## config.mk

```make
export PLATFORM = sky130hd
export DESIGN_NAME = reg_sync_arbiter_flat
export DESIGN_NICKNAME = d
export VERILOG_FILES = /design/src/rtl/reg_sync_arbiter_if.sv /design/src/rtl/reg_sync_arbiter.sv /design/src/flat_wrapper.sv
export SDC_FILE = /design/constraint.sdc
export NUM_CORES = 1
export LEC_CHECK = 0
export CORE_MARGIN = 1
export CORE_UTILIZATION = 42
export CTS_CLUSTER_SIZE = 16
export DETAILED_ROUTE_END_ITERATION = 6
export HOLD_SLACK_MARGIN = 0.02
export PLACE_DENSITY = 0.93
export SLEW_MARGIN = 10
export SYNTH_ARGS = -nofsm -noshare
export SYNTH_HDL_FRONTEND = slang
export SYNTH_SLANG_ARGS = --single-unit
```

## constraint.sdc

```tcl
create_clock -name i_clk -period 2.45 [get_ports i_clk]
set_input_delay 0.735 -clock i_clk [delete_from_list [all_inputs] [get_ports i_clk]]
set_output_delay 0.735 -clock i_clk [all_outputs]
set_load 0.005 [all_outputs]
```

## src/rtl/reg_sync_arbiter_if.sv

```systemverilog
// Bus bundle between register-write sources, the arbiter and the four-phase
// req/ack crossing channel. Source k occupies slice [k*W +: W] of i_addr/i_data.
interface reg_sync_arbiter_if #(
  parameter int NUM_REQ    = 4,
  parameter int ADDR_WIDTH = 4,
  parameter int DATA_WIDTH = 16
);
  logic [NUM_REQ-1:0]                 i_req;
  logic [NUM_REQ*ADDR_WIDTH-1:0]      i_addr;
  logic [NUM_REQ*DATA_WIDTH-1:0]      i_data;
  logic [NUM_REQ-1:0]                 o_grant;
  logic                               o_xfer_req;
  logic [ADDR_WIDTH+DATA_WIDTH-1:0]   o_xfer_word;
  logic                               i_xfer_ack;
  logic                               o_busy;
  logic                               o_timeout;
  logic [7:0]                         o_err_count;

  modport master (
    input  i_req, i_addr, i_data, i_xfer_ack,
    output o_grant, o_xfer_req, o_xfer_word, o_busy, o_timeout, o_err_count
  );

  modport slave (
    output i_req, i_addr, i_data, i_xfer_ack,
    input  o_grant, o_xfer_req, o_xfer_word, o_busy, o_timeout, o_err_count
  );
endinterface

```

## src/rtl/reg_sync_arbiter.sv

```systemverilog
// Round-robin arbiter feeding one four-phase req/ack crossing channel, with an
// acknowledge watchdog and a saturating timeout counter.
module reg_sync_arbiter #(
  parameter int NUM_REQ    = 4,
  parameter int ADDR_WIDTH = 4,
  parameter int DATA_WIDTH = 16,
  parameter int TIMEOUT    = 255
) (
  input  logic               i_clk,
  input  logic               i_reset_n,
  reg_sync_arbiter_if.master bus
);

  localparam int PTR_W  = $clog2(NUM_REQ);
  localparam int WD_W   = (TIMEOUT < 2) ? 1 : $clog2(TIMEOUT);
  localparam int WORD_W = ADDR_WIDTH + DATA_WIDTH;
  localparam logic [WD_W-1:0]  WD_LAST   = WD_W'((TIMEOUT > 0) ? TIMEOUT - 1 : 0);
  localparam logic [PTR_W:0]   NREQ_EXT  = (PTR_W+1)'(NUM_REQ);
  localparam logic [PTR_W-1:0] NREQ_LAST = PTR_W'(NUM_REQ - 1);

  typedef enum logic [1:0] {IDLE, REQ, RELEASE} state_t;

  state_t              state;
  logic [PTR_W-1:0]    ptr;
  logic [WD_W-1:0]     wd;
  logic [PTR_W-1:0]    winner;
  logic                found;
  logic [PTR_W:0]      cand;
  logic [WORD_W-1:0]   sel_word;

  logic [NUM_REQ-1:0]  grant_q;
  logic                xfer_req_q;
  logic [WORD_W-1:0]   word_q;
  logic                busy_q;
  logic                timeout_q;
  logic [7:0]          err_q;

  // First pending source at or above ptr, wrapping modulo NUM_REQ.
  always_comb begin
    found  = 1'b0;
    winner = '0;
    cand   = '0;
    for (int unsigned i = 0; i < NUM_REQ; i++) begin
      cand = {1'b0, ptr} + (PTR_W+1)'(i);
      if (cand >= NREQ_EXT) cand = cand - NREQ_EXT;
      if (!found && bus.i_req[cand[PTR_W-1:0]]) begin
        found  = 1'b1;
        winner = cand[PTR_W-1:0];
      end
    end
  end

  always_comb begin
    sel_word = '0;
    for (int unsigned k = 0; k < NUM_REQ; k++) begin
      if (PTR_W'(k) == winner)
        sel_word = {bus.i_addr[k*ADDR_WIDTH +: ADDR_WIDTH],
                    bus.i_data[k*DATA_WIDTH +: DATA_WIDTH]};
    end
  end

  always_ff @(posedge i_clk or negedge i_reset_n) begin
    if (!i_reset_n) begin
      state      <= IDLE;
      ptr        <= '0;
      wd         <= '0;
      grant_q    <= '0;
      xfer_req_q <= 1'b0;
      word_q     <= '0;
      busy_q     <= 1'b0;
      timeout_q  <= 1'b0;
      err_q      <= '0;
    end else begin
      grant_q   <= '0;
      timeout_q <= 1'b0;
      case (state)
        IDLE: begin
          // Ack-low guard keeps a stale post-reset ack from completing a new request.
          if (found && !bus.i_xfer_ack) begin
            state      <= REQ;
            word_q     <= sel_word;
            grant_q    <= NUM_REQ'(1) << winner;
            ptr        <= (winner == NREQ_LAST) ? '0 : winner + 1'b1;
            wd         <= '0;
            xfer_req_q <= 1'b1;
            busy_q     <= 1'b1;
          end
        end
        REQ: begin
          if (bus.i_xfer_ack) begin
            state      <= RELEASE;
            xfer_req_q <= 1'b0;
          end else if (TIMEOUT != 0 && wd == WD_LAST) begin
            state      <= RELEASE;
            xfer_req_q <= 1'b0;
            timeout_q  <= 1'b1;
            if (err_q != 8'hFF) err_q <= err_q + 8'd1;
          end else begin
            wd <= wd + 1'b1;
          end
        end
        RELEASE: begin
          if (!bus.i_xfer_ack) begin
            state  <= IDLE;
            busy_q <= 1'b0;
          end
        end
        default: state <= IDLE;
      endcase
    end
  end

  assign bus.o_grant     = grant_q;
  assign bus.o_xfer_req  = xfer_req_q;
  assign bus.o_xfer_word = word_q;
  assign bus.o_busy      = busy_q;
  assign bus.o_timeout   = timeout_q;
  assign bus.o_err_count = err_q;

endmodule

```

## src/flat_wrapper.sv

```systemverilog
// flat-port wrapper written by rule: the top's interface ports become plain ports
module reg_sync_arbiter_flat 
#(
  parameter int NUM_REQ    = 4,
  parameter int ADDR_WIDTH = 4,
  parameter int DATA_WIDTH = 16,
  parameter int TIMEOUT    = 255
)
  (i_clk, i_reset_n, bus_i_req, bus_i_addr, bus_i_data, bus_i_xfer_ack, bus_o_grant, bus_o_xfer_req, bus_o_xfer_word, bus_o_busy, bus_o_timeout, bus_o_err_count);
  reg_sync_arbiter_if #(.NUM_REQ(NUM_REQ), .ADDR_WIDTH(ADDR_WIDTH), .DATA_WIDTH(DATA_WIDTH)) bus_i ();
  input  logic i_clk;
  input  logic i_reset_n;
  input wire logic [$bits(bus_i.i_req)-1:0] bus_i_req;
  input wire logic [$bits(bus_i.i_addr)-1:0] bus_i_addr;
  input wire logic [$bits(bus_i.i_data)-1:0] bus_i_data;
  input wire logic [$bits(bus_i.i_xfer_ack)-1:0] bus_i_xfer_ack;
  output wire logic [$bits(bus_i.o_grant)-1:0] bus_o_grant;
  output wire logic [$bits(bus_i.o_xfer_req)-1:0] bus_o_xfer_req;
  output wire logic [$bits(bus_i.o_xfer_word)-1:0] bus_o_xfer_word;
  output wire logic [$bits(bus_i.o_busy)-1:0] bus_o_busy;
  output wire logic [$bits(bus_i.o_timeout)-1:0] bus_o_timeout;
  output wire logic [$bits(bus_i.o_err_count)-1:0] bus_o_err_count;
  assign bus_i.i_req = bus_i_req;
  assign bus_i.i_addr = bus_i_addr;
  assign bus_i.i_data = bus_i_data;
  assign bus_i.i_xfer_ack = bus_i_xfer_ack;
  assign bus_o_grant = bus_i.o_grant;
  assign bus_o_xfer_req = bus_i.o_xfer_req;
  assign bus_o_xfer_word = bus_i.o_xfer_word;
  assign bus_o_busy = bus_i.o_busy;
  assign bus_o_timeout = bus_i.o_timeout;
  assign bus_o_err_count = bus_i.o_err_count;
  reg_sync_arbiter #(.NUM_REQ(NUM_REQ), .ADDR_WIDTH(ADDR_WIDTH), .DATA_WIDTH(DATA_WIDTH), .TIMEOUT(TIMEOUT)) u_core (.i_clk(i_clk), .i_reset_n(i_reset_n), .bus(bus_i));
endmodule
```

==> results of run 1 <==
-- sequential cells by signal, summed over array words and instances, names as in the netlist --
signal                  cells
u_core.bus.o_xfer_req       1
u_core.state                2
u_core.ptr                  2
u_core.bus.o_xfer_word     20
u_core.bus.o_err_count      8
u_core.bus.o_busy           1
u_core.bus.o_timeout        1
u_core.wd                   8
u_core.bus.o_grant          4
-- per-layer routing --
metal / part of all wire / wire [um] / GRT usage
met1: 0.40 / 3220 / 0.289
met2: 0.51 / 4180 / 0.440
met3: 0.058 / 474 / 0.0522
met4: 0.031 / 253 / 0.104
met5: 0 / 0 / 0
-- cell type report --
| class | instances | share of cell area |
|---|---|---|
| inverters | 25 | 0.0213 |
| clock buffers | 5 | 0.0156 |
| multi-input cells | 193 | 0.342 |
| clock inverters | 3 | 0.00455 |
| flip-flops and latches | 47 | 0.267 |
| well taps | 75 | 0.0213 |
| repair buffers | 145 | 0.328 |
-- final timing paths --
path / slack (ns) / startpoint / endpoint
worst max-delay path: 0.08 / bus_i_req[0] / u_core.bus.o_xfer_word[12]
worst min-delay path: 0.42 / i_reset_n / u_core.bus.o_busy
worst max register to register: 0.15 / u_core.ptr[1] / u_core.bus.o_xfer_word[18]
worst min register to register: 0.50 / u_core.bus.o_err_count[5] / u_core.bus.o_err_count[5]
max in group asynchronous: 1.50 / i_reset_n / u_core.bus.o_xfer_word[0]
min in group i_clk: 0.50 / u_core.bus.o_err_count[5] / u_core.bus.o_err_count[5]
-- repair_timing --
action / in CTS / in global routing
resized for setup: 37 / 14
setup buffers: 0 / 1
pin swaps: 5 / 4
cloned: 0 / 3
setup endpoints to repair: 21 / 20
-- per-stage QoR --
step	worst slack (ns)	instance area (sq um)	util
2_1_floorplan	-0.0191	2660	-
3_3_place_gp	-0.700	4060	0.674
3_5_place_dp	-0.755	4060	0.674
4_1_cts	0.00668	4320	0.717
5_1_grt	-0.0210	4400	0.731
6_report	0.0809	4400	0.731
-- cells by family after synthesis --
| family | share of synthesized area |
|---|---|
| adders and majority gates | 0.0330 |
| muxes | 0.0203 |
| buffers and inverters | 0.0655 |
| and+or+nand+nor | 0.170 |
| xor gates and xnor gates | 0.0198 |
| AOI/OAI and AO/OA | 0.248 |
| DFF | 0.443 |
-- power by group --
part	internal, W	switching, W
Combinational	0.00136	0.00111
Sequential	0.00103	0.000197
Clock	0.000199	0.000274
Total	0.00259	0.00158
-- layout by cell type, fill, tap and decap left out, types with 5 or more instances in the layout --
cell type | Yosys | routed
a211o_1 | 20 | 20
a21oi_1 | 7 | 7
a221oi_2 | 0 | 16
a31oi_1 | 24 | 24
and2_1 | 5 | 5
buf_4 | 0 | 17
clkbuf_8 | 0 | 5
clkdlybuf4s50_1 | 0 | 116
dfrtp_1 | 47 | 47
ha_1 | 7 | 5
inv_1 | 24 | 24
nand2_1 | 26 | 26
nand3_1 | 5 | 5
nor2_1 | 28 | 28
o21ai_0 | 6 | 6
xnor2_1 | 6 | 6
-- worst reg2reg max path, stage by stage (launching register included) --
cell and delay [ns]:
dfrtp_1 0.46, mux2i_2 0.26, o221ai_2 0.15, or2_4 0.25, buf_4 0.13, ha_1 0.22, buf_4 0.22, a221oi_1 0.29
a211o_1 0.15, a31oi_1 0.07
==> impl_metrics.csv, run 1 <==
group,metric,value,unit
run_status,status,"finished clean",
hold_path,min_path_type,"input pin to asynchronous set/reset pin",
synthesis,synth_area_per_cell,9.32,sq um
route,routed_via_density,5.64,
synthesis,synth_nets,379,
sta,whs,0.424,ns
worst_setup_path,max_stage_delay,0.38,ns
global_routing,antenna_found_initial,0,
synthesis,synthesis.area,0.00266,sq mm
global_routing,grt_overflow,0,
floorplanning,start_util,0.441,
sta,finalSetupTns,0,ns
worst_setup_path,cp_max_fo,5,
global_routing,grt_pass1_wl,12600,um
sta,fin_crit,2.37,ns
placed_design,port_buffers,121,
synthesis,yosysSeqAreaShare,0.443,
sta,setup_viol,0,
worst_setup_path,r2r_cells,9,
flow_run,cap_violations,0,
route,dr.pass1.iters,4,
final_layout,n_antenna_cell,0,
synthesis,synth_enable_flop_cells,0,
worst_setup_path,cp.arrival,2.59,ns
sta,worst_pin_slew,0.579,ns
synthesis,async_reset_ff_frac,1.00,
sta,relSlewSlack,0.614,
route,vias,2779,
worst_setup_path,cp-end-kind,"flip-flop",
synthesis,ys_types,42,
worst_setup_path,crit_family,"simple AND/OR/NAND/NOR gates",
synthesis,yosys.area.top_type_share,0.443,
clock_tree,clockBufferDepth,2,
floorplanning,dieArea,0.00664,sq mm
worst_setup_path,path_buf_inv,2,
floorplanning,chipWidth,81.5,um
final_layout,fin_nets,511,
synthesis,yosysTopAreaCell,"dfrtp_1",
route,wirelength,8120,um
synthesis,ys_warn_count,0,
final_layout,drive_gt1_frac,0.170,
synthesis,synthTopCellsByArea,"dfrtp_1, a211o_1, a221oi_1",
placed_design,gp_congestion,0.854,
global_routing,grt_max_degree,27,
floorplanning,ios,122,
clock_tree,cts-root-buf,"clkbuf_8",
final_layout,syn2layout_area_growth,65.8,%
clock_tree,cts_tree,"done",
global_routing,grt_usage,0.248,
final_layout,seq_area,0.00118,sq mm
worst_setup_path,start_kind,"input pin",
synthesis,synthFlopType,"dfrtp_1",
floorplanning,core_area,0.00603,sq mm
sta,period_share,0.967,
final_layout,stdcell_count,493,
clock_tree,cts_made_buffers,5,
route,drc,0,
pwr,ir_worst_vdd,0.600,mV
worst_setup_path,path_class,"input pin to flip-flop",
synthesis,yosys-top-cells-count,"dfrtp_1, nor2_1, nand2_1",
synthesis,yosysMostFrequentCell,"dfrtp_1",
worst_setup_path,slowest_stage,"nor4_4",
floorplanning,die_h,81.5,um
route,drtIter0Drc,175,
worst_setup_path,worstPathCellList,"clkbuf_4 -> nor4_4 -> or2_4 -> ha_2 -> nor2b_4 -> buf_12 -> a221oi_2 -> a211o_1 -> a31oi_1",
worst_setup_path,required,2.67,ns
placed_design,post-dp-hpwl,5680,um
global_routing,grt_pass1_vias,2738,
clock_tree,htree_levels,2,
sta,hold_viol_final,0,
clock_tree,clock_latency,0.30,ns
clock_tree,clock-sinks,47,
clock_tree,cts_hold_buffers,0,
sta,skew,0.00517,ns
pwr,powerDensity,947,mW/mm^2
final_layout,nFillCells,410,
pwr,p_total,0.00417,W
worst_setup_path,cp_num_cells,9,
synthesis,netlist_instances,285,
synthesis,synth_seq_cells,47,
clock_tree,path_clk_slew,0.09,ns
route,final_antenna_net_count,0,
sta,fmax,0.422,GHz
sta,final_max_slew_viol_count,0,
route,wl_per_cell,16.5,um
placed_design,post-place-cells,481,
floorplanning,rows,28,
pwr,leakagePower,1.88,nW
final_layout,multiInputGateArea,0.00151,sq mm
Power figures use the tool's default switching activity.
==> run 2, diff against run 1 <==
--- a/config.mk
+++ b/config.mk
@@ -7,6 +7,7 @@
 export LEC_CHECK = 0
 export CORE_MARGIN = 1
 export CORE_UTILIZATION = 42
+export CTS_BUF_LIST = sky130_fd_sc_hd__clkbuf_16
 export CTS_CLUSTER_SIZE = 16
 export DETAILED_ROUTE_END_ITERATION = 6
 export HOLD_SLACK_MARGIN = 0.02
@@ -15,3 +16,4 @@
 export SYNTH_ARGS = -nofsm -noshare
 export SYNTH_HDL_FRONTEND = slang
 export SYNTH_SLANG_ARGS = --single-unit
+export TNS_END_PERCENT = 1
==> impl_metrics.csv, run 2 (synthesis results as in run 1) <==
group,metric,value,unit
sta,finalSetupTns,0,ns
route,wl_per_cell,17.0,um
route,drtIter0Drc,142,
placed_design,gp_congestion,0.854,
sta,final_max_slew_viol_count,0,
worst_setup_path,max_stage_delay,0.35,ns
final_layout,nFillCells,394,
clock_tree,clockBufferDepth,2,
global_routing,grt_usage,0.249,
worst_setup_path,cp-end-kind,"flip-flop",
sta,setup_viol,0,
sta,fmax,0.414,GHz
pwr,powerDensity,987,mW/mm^2
sta,relSlewSlack,0.619,
final_layout,largest_reg_flops,20,
route,dr.pass1.iters,4,
hold_path,min_path_type,"input pin to asynchronous set/reset pin",
global_routing,grt_pass1_wl,12700,um
sta,hold_viol_final,0,
worst_setup_path,path_class,"input pin to flip-flop",
route,final_antenna_net_count,0,
worst_setup_path,path_buf_inv,2,
sta,skew,0.00464,ns
worst_setup_path,start_kind,"input pin",
sta,worst_pin_slew,0.571,ns
route,drc,0,
final_layout,final_common_cell,"clkdlybuf4s50_1",
clock_tree,htree_levels,2,
floorplanning,chipWidth,81.5,um
final_layout,multiInputGateArea,0.00151,sq mm
global_routing,antenna_found_initial,0,
flow_run,cap_violations,0,
floorplanning,ios,122,
floorplanning,die_h,81.5,um
floorplanning,rows,28,
worst_setup_path,cp_max_fo,5,
global_routing,grt_pass1_vias,2786,
worst_setup_path,required,2.64,ns
worst_setup_path,slowest_stage,"nor4_4",
sta,period_share,0.987,
worst_setup_path,worstPathCellList,"clkbuf_4 -> nor4_4 -> or2_4 -> ha_2 -> nor2b_4 -> clkbuf_16 -> a221oi_2 -> a211o_1 -> a31oi_1",
clock_tree,clock-sinks,47,
route,routed_via_density,5.71,
floorplanning,start_util,0.441,
route,wirelength,8380,um
worst_setup_path,cp.arrival,2.60,ns
worst_setup_path,timing.rr.start,"u_core.ptr[0]",
worst_setup_path,crit_family,"simple AND/OR/NAND/NOR gates",
final_layout,fin_area,0.00447,sq mm
pwr,leakagePower,1.90,nW
placed_design,port_buffers,121,
sta,fin_crit,2.42,ns
route,vias,2814,
worst_setup_path,startpoint,"bus_i_req[0]",
floorplanning,core_area,0.00603,sq mm
clock_tree,cts-root-buf,"clkbuf_16",
final_layout,layout_common_cells,"clkdlybuf4s50_1, dfrtp_1, nor2_1, nand2_1, a31oi_1",
global_routing,grt_max_degree,27,
placed_design,post-dp-hpwl,5680,um
placed_design,placed_area,0.00406,sq mm
pwr,p_total,0.00441,W
global_routing,grt_overflow,0,
final_layout,finish.utilization,0.742,
pwr,ir_worst_vdd,0.766,mV
clock_tree,clock_latency,0.28,ns
clock_tree,path_clk_slew,0.06,ns
clock_tree,cts_made_buffers,5,
run_status,status,"finished clean",
final_layout,n_antenna_cell,0,
clock_tree,cts_tree,"done",
floorplanning,dieArea,0.00664,sq mm
final_layout,fin_nets,511,
final_layout,seq_area,0.00118,sq mm
final_layout,syn2layout_area_growth,68.4,%
final_layout,drive_gt1_frac,0.175,
-- run 2: layout make-up --
class	instances	share of cell area
multi-input combinational	193	0.338
clock buffer	5	0.0280
inverter	25	0.0210
timing repair buffer	145	0.324
clock inverter	3	0.00448
sequential	47	0.263
tap	75	0.0210
-- run 2: layer usage --
metal | up-vias | part of all wire | GRT usage
met5 | - | 0 | 0
met2 | 107 | 0.54 | 0.458
met1 | 1379 | 0.38 | 0.279
met4 | 0 | 0.027 | 0.104
li1 | 1306 | - | -
met3 | 22 | 0.052 | 0.0444
-- run 2: worst paths after layout --
path,slack [ns],cells past startpoint,end
max in group asynchronous,1.48,2,u_core.bus.o_xfer_word[0]
min in group i_clk,0.49,1,u_core.bus.o_err_count[5]
min,0.45,1,u_core.bus.o_busy
max reg2reg,0.13,10,u_core.bus.o_xfer_word[3]
min reg2reg,0.49,1,u_core.bus.o_err_count[5]
max,0.03,9,u_core.bus.o_xfer_word[3]
-- run 2: what timing repair did --
item,CTS,global route
setup endpoints to repair,21,20
hold buffers,0,0
gates resized for setup,34,20
setup buffers,0,1
endpoints found under the hold margin,0,0
cloned,0,3
pin swaps,5,4
-- run 2: stage by stage --
stage | setup slack [ns] | cells | hold slack (ns)
floorplan | -0.0191 | 285 | 0.439
global placement | -0.700 | 481 | 0.474
detailed placement | -0.755 | 481 | 0.481
CTS | 0.00563 | 489 | 0.465
global route | -0.0775 | 493 | 0.485
finish | 0.0317 | 493 | 0.448
-- run 2: power by group --
part / internal (W) / switching (W) / total, W / leakage, nW
logic: 0.00138 / 0.00114 / 0.00252 / 1.25
clock network: 0.000376 / 0.000288 / 0.000664 / 0.0658
registers: 0.00103 / 0.000202 / 0.00123 / 0.587
==> run 3, diff against run 2 <==
--- a/config.mk
+++ b/config.mk
@@ -5,7 +5,6 @@
 export SDC_FILE = /design/constraint.sdc
 export NUM_CORES = 1
 export LEC_CHECK = 0
-export CORE_MARGIN = 1
 export CORE_UTILIZATION = 42
 export CTS_BUF_LIST = sky130_fd_sc_hd__clkbuf_16
 export CTS_CLUSTER_SIZE = 16
==> results of run 3 <==
Same layout as run 2: the final DEF is identical, and so are final timing and power.
